==> config.mk <==
export PLATFORM = sky130hd
export DESIGN_NAME = voice_slot_scheduler_flat
export DESIGN_NICKNAME = d
export VERILOG_FILES = /design/src/rtl/voice_slot_scheduler_if.sv /design/src/rtl/voice_slot_scheduler.sv /design/src/flat_wrapper.sv
export SDC_FILE = /design/constraint.sdc
export NUM_CORES = 1
export LEC_CHECK = 0
export ABC_AREA = 1
export CORE_MARGIN = 2
export CORE_UTILIZATION = 54
export CTS_CLUSTER_DIAMETER = 100
export CTS_CLUSTER_SIZE = 12
export DETAILED_ROUTE_END_ITERATION = 10
export GPL_ROUTABILITY_DRIVEN = 0
export HOLD_SLACK_MARGIN = 0.02
export PLACE_DENSITY = 0.81
export SLEW_MARGIN = 0
export SYNTH_ARGS = -nofsm -noshare
export SYNTH_HDL_FRONTEND = slang
export SYNTH_SLANG_ARGS = --single-unit
==> constraint.sdc <==
create_clock -name sCLK_XVXENVS -period 2.05 [get_ports sCLK_XVXENVS]
set_input_delay 0.205 -clock sCLK_XVXENVS [delete_from_list [all_inputs] [get_ports sCLK_XVXENVS]]
set_output_delay 0.205 -clock sCLK_XVXENVS [all_outputs]
set_load 0.005 [all_outputs]
==> src/rtl/voice_slot_scheduler_if.sv <==
// Bus between the frame sequencer and its surroundings: tick source,
// run control, parameter-writer handshake and the per-slot status outputs.
//
// Parameter-writer handshake: param_req is a level the writer holds while it
// wants a window. param_gnt is the ready side: a patch/matrix write may land
// only in a cycle where param_gnt=1. The writer closes the window by pulsing
// param_done during a granted cycle or by dropping param_req; the sequencer
// may also close it on its own after the maximum grant length.
interface voice_slot_scheduler_if #(
    parameter int IDX_W = 9
);
    logic             sample_tick;
    logic             run_en;
    logic             param_req;
    logic             param_done;
    logic [IDX_W-1:0] xxxx;
    logic             xxxx_zero;
    logic             frame_busy;
    logic             frame_done;
    logic             param_gnt;
    logic [7:0]       overrun_cnt;
    logic [1:0]       state_dbg;

    // Environment side: tick source, run control and parameter writer.
    modport master (
        output sample_tick, run_en, param_req, param_done,
        input  xxxx, xxxx_zero, frame_busy, frame_done, param_gnt,
               overrun_cnt, state_dbg
    );

    // Sequencer side.
    modport slave (
        input  sample_tick, run_en, param_req, param_done,
        output xxxx, xxxx_zero, frame_busy, frame_done, param_gnt,
               overrun_cnt, state_dbg
    );
endinterface

==> src/rtl/voice_slot_scheduler.sv <==
// Frame sequencer for the voice/oscillator/envelope mixer. Each accepted
// sample tick sweeps the slot index over every {voice, osc, env} slot, waits
// for the mixer pipeline to drain, then reports the frame as done. Between
// frames the parameter writer can be granted a window so updates never land
// mid-frame. Ticks arriving while busy are remembered once; further ones are
// dropped and counted.
module voice_slot_scheduler #(
    parameter int VOICES    = 32,
    parameter int V_OSC     = 8,
    parameter int O_ENVS    = 2,
    parameter int V_ENVS    = V_OSC * O_ENVS,
    parameter int V_WIDTH   = $clog2(VOICES),
    parameter int E_WIDTH   = $clog2(V_ENVS),
    parameter int SLOTS     = VOICES * V_ENVS,
    parameter int DRAIN_CYC = 8,
    parameter int GNT_MAX   = 64
) (
    input logic                   sCLK_XVXENVS,
    input logic                   reset,
    voice_slot_scheduler_if.slave bus
);

    localparam int IDX_W   = V_WIDTH + E_WIDTH;
    localparam int DRAIN_W = $clog2(DRAIN_CYC + 1);
    localparam int GNT_W   = $clog2(GNT_MAX + 1);

    localparam logic [IDX_W-1:0]   LAST_SLOT  = IDX_W'(SLOTS - 1);
    localparam logic [DRAIN_W-1:0] LAST_DRAIN = DRAIN_W'(DRAIN_CYC - 1);
    localparam logic [GNT_W-1:0]   LAST_GNT   = GNT_W'(GNT_MAX - 1);

    typedef enum logic [1:0] {
        ST_IDLE  = 2'd0,
        ST_SCAN  = 2'd1,
        ST_DRAIN = 2'd2,
        ST_GRANT = 2'd3
    } state_e;

    state_e             state_q,       state_d;
    logic [IDX_W-1:0]   xxxx_q,        xxxx_d;
    logic               xxxx_zero_q,   xxxx_zero_d;
    logic               frame_busy_q,  frame_busy_d;
    logic               frame_done_q,  frame_done_d;
    logic               param_gnt_q,   param_gnt_d;
    logic [7:0]         overrun_cnt_q, overrun_cnt_d;
    logic               pending_q,     pending_d;
    logic [DRAIN_W-1:0] drain_cnt_q,   drain_cnt_d;
    logic [GNT_W-1:0]   gnt_cnt_q,     gnt_cnt_d;

    logic tick_ok;

    // A tick only matters while frames are enabled.
    assign tick_ok = bus.sample_tick & bus.run_en;

    // Next state plus next values of every registered output.
    always_comb begin
        state_d       = state_q;
        xxxx_d        = xxxx_q;
        xxxx_zero_d   = 1'b0;
        frame_busy_d  = 1'b0;
        frame_done_d  = 1'b0;
        param_gnt_d   = 1'b0;
        overrun_cnt_d = overrun_cnt_q;
        pending_d     = pending_q;
        drain_cnt_d   = drain_cnt_q;
        gnt_cnt_d     = gnt_cnt_q;

        case (state_q)
            ST_IDLE: begin
                // Frame start beats a parameter request; a fresh tick in the
                // same cycle a pending one is consumed becomes the new pending.
                if ((bus.sample_tick | pending_q) & bus.run_en) begin
                    state_d      = ST_SCAN;
                    xxxx_d       = '0;
                    xxxx_zero_d  = 1'b1;
                    frame_busy_d = 1'b1;
                    pending_d    = pending_q & tick_ok;
                end else if (bus.param_req) begin
                    state_d     = ST_GRANT;
                    param_gnt_d = 1'b1;
                    gnt_cnt_d   = '0;
                end
            end

            ST_SCAN: begin
                frame_busy_d = 1'b1;
                if (xxxx_q == LAST_SLOT) begin
                    state_d     = ST_DRAIN;
                    xxxx_d      = '0;
                    drain_cnt_d = '0;
                end else begin
                    xxxx_d = xxxx_q + 1'b1;
                end
            end

            ST_DRAIN: begin
                if (drain_cnt_q == LAST_DRAIN) begin
                    state_d      = ST_IDLE;
                    frame_done_d = 1'b1;
                end else begin
                    frame_busy_d = 1'b1;
                    drain_cnt_d  = drain_cnt_q + 1'b1;
                end
            end

            ST_GRANT: begin
                if (bus.param_done | ~bus.param_req | (gnt_cnt_q == LAST_GNT)) begin
                    state_d = ST_IDLE;
                end else begin
                    param_gnt_d = 1'b1;
                    gnt_cnt_d   = gnt_cnt_q + 1'b1;
                end
            end

            default: begin
                state_d = ST_IDLE;
            end
        endcase

        // Ticks while busy or granting: remember one, count the rest.
        if ((state_q != ST_IDLE) && tick_ok) begin
            if (!pending_q) begin
                pending_d = 1'b1;
            end else if (overrun_cnt_q != 8'hFF) begin
                overrun_cnt_d = overrun_cnt_q + 8'd1;
            end
        end
    end

    // State and output registers; reset aborts any frame or grant at once.
    always_ff @(posedge sCLK_XVXENVS or posedge reset) begin
        if (reset) begin
            state_q       <= ST_IDLE;
            xxxx_q        <= '0;
            xxxx_zero_q   <= 1'b0;
            frame_busy_q  <= 1'b0;
            frame_done_q  <= 1'b0;
            param_gnt_q   <= 1'b0;
            overrun_cnt_q <= '0;
            pending_q     <= 1'b0;
            drain_cnt_q   <= '0;
            gnt_cnt_q     <= '0;
        end else begin
            state_q       <= state_d;
            xxxx_q        <= xxxx_d;
            xxxx_zero_q   <= xxxx_zero_d;
            frame_busy_q  <= frame_busy_d;
            frame_done_q  <= frame_done_d;
            param_gnt_q   <= param_gnt_d;
            overrun_cnt_q <= overrun_cnt_d;
            pending_q     <= pending_d;
            drain_cnt_q   <= drain_cnt_d;
            gnt_cnt_q     <= gnt_cnt_d;
        end
    end

    assign bus.xxxx        = xxxx_q;
    assign bus.xxxx_zero   = xxxx_zero_q;
    assign bus.frame_busy  = frame_busy_q;
    assign bus.frame_done  = frame_done_q;
    assign bus.param_gnt   = param_gnt_q;
    assign bus.overrun_cnt = overrun_cnt_q;
    assign bus.state_dbg   = state_q;

    // The writer window must never overlap a frame.
    a_no_gnt_in_frame: assert property (
        @(posedge sCLK_XVXENVS) disable iff (reset) !(param_gnt_q & frame_busy_q)
    );

endmodule
==> src/flat_wrapper.sv <==
// flat-port wrapper written by rule: the top's interface ports become plain ports
module voice_slot_scheduler_flat 
#(
    parameter int VOICES    = 32,
    parameter int V_OSC     = 8,
    parameter int O_ENVS    = 2,
    parameter int V_ENVS    = V_OSC * O_ENVS,
    parameter int V_WIDTH   = $clog2(VOICES),
    parameter int E_WIDTH   = $clog2(V_ENVS),
    parameter int SLOTS     = VOICES * V_ENVS,
    parameter int DRAIN_CYC = 8,
    parameter int GNT_MAX   = 64
)
  (sCLK_XVXENVS, reset, bus_sample_tick, bus_run_en, bus_param_req, bus_param_done, bus_xxxx, bus_xxxx_zero, bus_frame_busy, bus_frame_done, bus_param_gnt, bus_overrun_cnt, bus_state_dbg);
  voice_slot_scheduler_if bus_i ();
  input logic sCLK_XVXENVS;
  input logic reset;
  input wire logic [$bits(bus_i.sample_tick)-1:0] bus_sample_tick;
  input wire logic [$bits(bus_i.run_en)-1:0] bus_run_en;
  input wire logic [$bits(bus_i.param_req)-1:0] bus_param_req;
  input wire logic [$bits(bus_i.param_done)-1:0] bus_param_done;
  output wire logic [$bits(bus_i.xxxx)-1:0] bus_xxxx;
  output wire logic [$bits(bus_i.xxxx_zero)-1:0] bus_xxxx_zero;
  output wire logic [$bits(bus_i.frame_busy)-1:0] bus_frame_busy;
  output wire logic [$bits(bus_i.frame_done)-1:0] bus_frame_done;
  output wire logic [$bits(bus_i.param_gnt)-1:0] bus_param_gnt;
  output wire logic [$bits(bus_i.overrun_cnt)-1:0] bus_overrun_cnt;
  output wire logic [$bits(bus_i.state_dbg)-1:0] bus_state_dbg;
  assign bus_i.sample_tick = bus_sample_tick;
  assign bus_i.run_en = bus_run_en;
  assign bus_i.param_req = bus_param_req;
  assign bus_i.param_done = bus_param_done;
  assign bus_xxxx = bus_i.xxxx;
  assign bus_xxxx_zero = bus_i.xxxx_zero;
  assign bus_frame_busy = bus_i.frame_busy;
  assign bus_frame_done = bus_i.frame_done;
  assign bus_param_gnt = bus_i.param_gnt;
  assign bus_overrun_cnt = bus_i.overrun_cnt;
  assign bus_state_dbg = bus_i.state_dbg;
  voice_slot_scheduler #(.VOICES(VOICES), .V_OSC(V_OSC), .O_ENVS(O_ENVS), .V_ENVS(V_ENVS), .V_WIDTH(V_WIDTH), .E_WIDTH(E_WIDTH), .SLOTS(SLOTS), .DRAIN_CYC(DRAIN_CYC), .GNT_MAX(GNT_MAX)) u_core (.sCLK_XVXENVS(sCLK_XVXENVS), .reset(reset), .bus(bus_i));
endmodule
==> key figures <==
Outcome
  – Status: finished, final reports clean

Die
  – Starting Density: 55.7%
  – Site Rows: 22
  – Die Ht: 65.0 um
  – Core area: 3610 sq um
  – Die footprint: 4220 sq um
  – Chip width: 65.0 um
  – I/O pin cnt: 29

Timing
  – Fin crit period: 1.81 ns
  – Final setup violation count: 0
  – Fin. max-slew vios: 0
  – Fin Setup TNS: 0 ns
  – Unrepaired setup endpoints after global routing: false
  – Final Hold Viols: 0
  – Max transition margin: 70.8%
  – Worst slew pin tran: 0.438 ns
  – Worst clock skew: 0.0115 ns
  – Tcrit/Tclk final: 88.5%
  – Final worst slack: 0.236 ns
  – Peak Freq: 0.551 GHz

Pwr
  – Cell Pwr Density: 1190 nW/um^2
  – Worst IR drop on VDD: 0.000772 V
  – PnR Total Power: 2.94 mW
  – Lkg Pwr: 1.23 nW

Logic synthesis
  – Mux share of post-synthesis cell area: 0%
  – Xor and xnor area share after synthesis: 3.49%
  – Sequential area share after synthesis: 43.6%
  – Synth Net Count: 269
  – Post-Synth Adder-Cell Area: 5.61%
  – Post-Syn Instances: 254
  – Simple-gate share of the synthesized area: 32.7%
  – Synth cell types: 25
  – Cell Area, Synth: 2010 sq um
  – Yosys warnings: 0
  – Compound-Gate Fraction of Synth Area: 6.92%
  – Main combinational cell family by area after synthesis: simple AND/OR/NAND/NOR gates
  – Seq cells post-synth: 35
  – Avg Cell Area, Syn: 7.90 sq um

Global routing
  – Largest net degree at the start of global routing: 36
  – Gr ovfl total: 0
  – Global-route wire length before repair: 6770 um
  – Antenna violations before repair: 0
  – Vias in the first global route: 1568
  – GRT Util Overall: 21.2%

Drt
  – Final wirelength: 3950 um
  – Routed Antenna Nets: 0
  – Initial detailed-routing violation count: 104
  – DRC violations left: 0
  – Avg WL per Cell: 11.7 um
  – Via count: 1702
  – Initial DRT Pass Iterations: 4
  – Via-per-instance ratio: 5.05

Final layout
  – Layout cell share with drive strength beyond 1: 9.34%
  – Final cell count without fillers: 337
  – Area of the multi-input gates: 985 sq um
  – Storage element area: 877 sq um
  – Filler cells: 290
  – Total Nets Final: 303
  – # diodes: 0
  – Fin util: 68.5%
  – Area delta synth->final: 23.1%

Clocking
  – Clock root cell: clkbuf_8
  – Clock buffer depth: 2
  – Post-CTS Setup Bufs: 0
  – TritonCTS clock tree: built
  – Clk_lat worst skew: 0.29 ns
  – Clock sink total: 35
  – Clock-pin slew on the worst setup and hold paths: 0.08 ns
  – H-tree depth: 2
  – Clock buffer count from CTS: 5

Min path
  – Hold Path Class: input port to async pin

Setup path
  – WP buf/inv: 0
  – CP peak stage delay: 0.41 ns
  – Worst setup path category: flip-flop to flip-flop
  – Req. time, crit path: 2.27 ns
  – Worst Setup Start Kind: flip-flop
  – CP max stage cell: dfrtp_1
  – CP Max Fanout: 6
  – Critical Path Sink Type: flip-flop
  – Crit path cell chain: ha_1, nand2_1, nor3_2, ha_2, nor2_4, nor2_4, nand2_1, o21ai_1, o21ai_0, nor2_1
  – Delay-heaviest family, CP: simple AND/OR/NAND/NOR gates
  – Critical Path AT: 2.03 ns

Placement
  – IO Port Bufs: 28
  – Hpwl dp: 2940 um
  – Inst Count DP: 329
  – Pre-CTS WS: 0.197 ns

Job
  – MaxCap Viol Count: 0
-- final cells by class --
| cell class | instances | area share [%] |
|---|---|---|
| inverters | 34 | 5.17 |
| clock buffers | 6 | 2.94 |
| clock inverters | 2 | 2.43 |
| well taps | 48 | 2.43 |
| multi-input cells | 183 | 39.9 |
| flip-flops and latches | 35 | 35.5 |
| repair buffers | 29 | 11.7 |
-- report_power, final --
| part | leakage, nW | total [mW] | internal [mW] | switching (mW) |
|---|---|---|---|---|
| registers | 0.469 | 0.992 | 0.842 | 0.150 |
| clock network | 0.0654 | 0.734 | 0.486 | 0.247 |
| logic | 0.699 | 1.22 | 0.509 | 0.709 |
-- registers in the layout, summed over array words and instances (netlist names) --
signal and flops:
u_core.bus.overrun_cnt 8, u_core.bus.xxxx 9, u_core.bus.param_gnt 1, u_core.bus.frame_done 1, u_core.bus.state_dbg 2, u_core.gnt_cnt_q 7
u_core.drain_cnt_q 4, u_core.pending_q 1, u_core.bus.frame_busy 1, u_core.bus.xxxx_zero 1
-- worst register-to-register path, stage by stage (launching register included) --
cell and delay [ns]:
dfrtp_1 0.41, ha_1 0.19, nand2_1 0.12, nor3_2 0.18, ha_2 0.23, nor2_4 0.06
nor2_4 0.09, nand2_1 0.13, o21ai_1 0.15, o21ai_0 0.10, nor2_1 0.08
-- stage by stage --
stage / hold slack [ns] / instance area, sq um
floorplan: 0.330 / 2010
global placement: 0.477 / 2330
detailed placement: 0.497 / 2330
CTS: 0.328 / 2460
global route: 0.381 / 2470
finish: 0.312 / 2470
-- what timing repair did --
| action | 4_1_cts | 5_1_grt |
|---|---|---|
| resized for setup | 0 | 4 |
| setup endpoints to repair | 0 | 1 |
| hold buffers | 0 | 0 |
-- kinds of logic (layout without fill, tap and decap cells) --
kind of cell | after synthesis | count (layout)
AND/OR/NAND/NOR | 141 | 141
adder cells (fa/ha/maj) | 9 | 9
buffers and inverters | 36 | 71
flip-flops | 35 | 35
AO/OA/AOI/OAI | 25 | 25
XOR/XNOR | 8 | 8
-- cells in the mapped netlist --
master    count  area share (%)
nor3_4        2             1.6
o21ai_1       2            0.50
nand3_2       2             1.0
buf_8         1            0.75
o21bai_1      1            0.37
nand4_1       4             1.2
nand2_2       5             1.6
nor2_4        2             1.1
a31oi_1       2            0.62
dfrtp_1      35              44
xnor2_1       3             1.3
xor2_1        5             2.2
o21ai_0       6             1.5
a21boi_2      1            0.56
nand2_4       3             1.7
inv_1        33             6.2
o31ai_1       1            0.37
nand2_1      81              15
buf_6         1            0.56
ha_1          9             5.6
nand3_1      17             4.2
inv_2         1            0.19
nor3_1        6             1.5
a21oi_1      12             3.0
nor2_1       19             3.6
-- per-layer routing --
layer,routed length [um],vias up,GRT usage (%)
li1,-,871,-
met1,1770,790,25.7
met2,1950,36,35.8
met3,154,5,4.86
met4,82,0,9.57
met5,0,-,0
-- layout by cell type (no fill, tap or decap), types with 2 or more instances in the layout --
cell type / count
nand3_1: 17
clkbuf_8: 5
nor2_1: 19
xnor2_1: 3
nand2_4: 3
nand2_1: 81
ha_1: 8
a21oi_1: 12
o21ai_0: 5
nand4_1: 4
o21ai_1: 3
dfrtp_1: 34
clkdlybuf4s50_1: 28
nor3_4: 2
nand2_2: 5
nand3_2: 2
nor3_1: 5
nor2_4: 2
a31oi_1: 2
bufinv_16: 2
inv_1: 33
xor2_1: 5
-- final timing paths --
path,startpoint,endpoint,slack [ns],depth (start not counted)
worst max-delay path,u_core.bus.xxxx[0]$_DFFE_PP0P_,u_core.drain_cnt_q[3]$_DFFE_PP0P_,0.24,10
worst min-delay path,reset,u_core.bus.xxxx[1]$_DFFE_PP0P_,0.31,3
worst max register to register,u_core.bus.xxxx[0]$_DFFE_PP0P_,u_core.drain_cnt_q[3]$_DFFE_PP0P_,0.24,10
worst min register to register,u_core.gnt_cnt_q[4]$_DFFE_PP0P_,u_core.gnt_cnt_q[4]$_DFFE_PP0P_,0.50,2
max in group asynchronous,reset,u_core.gnt_cnt_q[1]$_DFFE_PP0P_,1.41,3
min in group sCLK_XVXENVS,u_core.gnt_cnt_q[4]$_DFFE_PP0P_,u_core.gnt_cnt_q[4]$_DFFE_PP0P_,0.50,2
(Power assumes the default switching activity.)
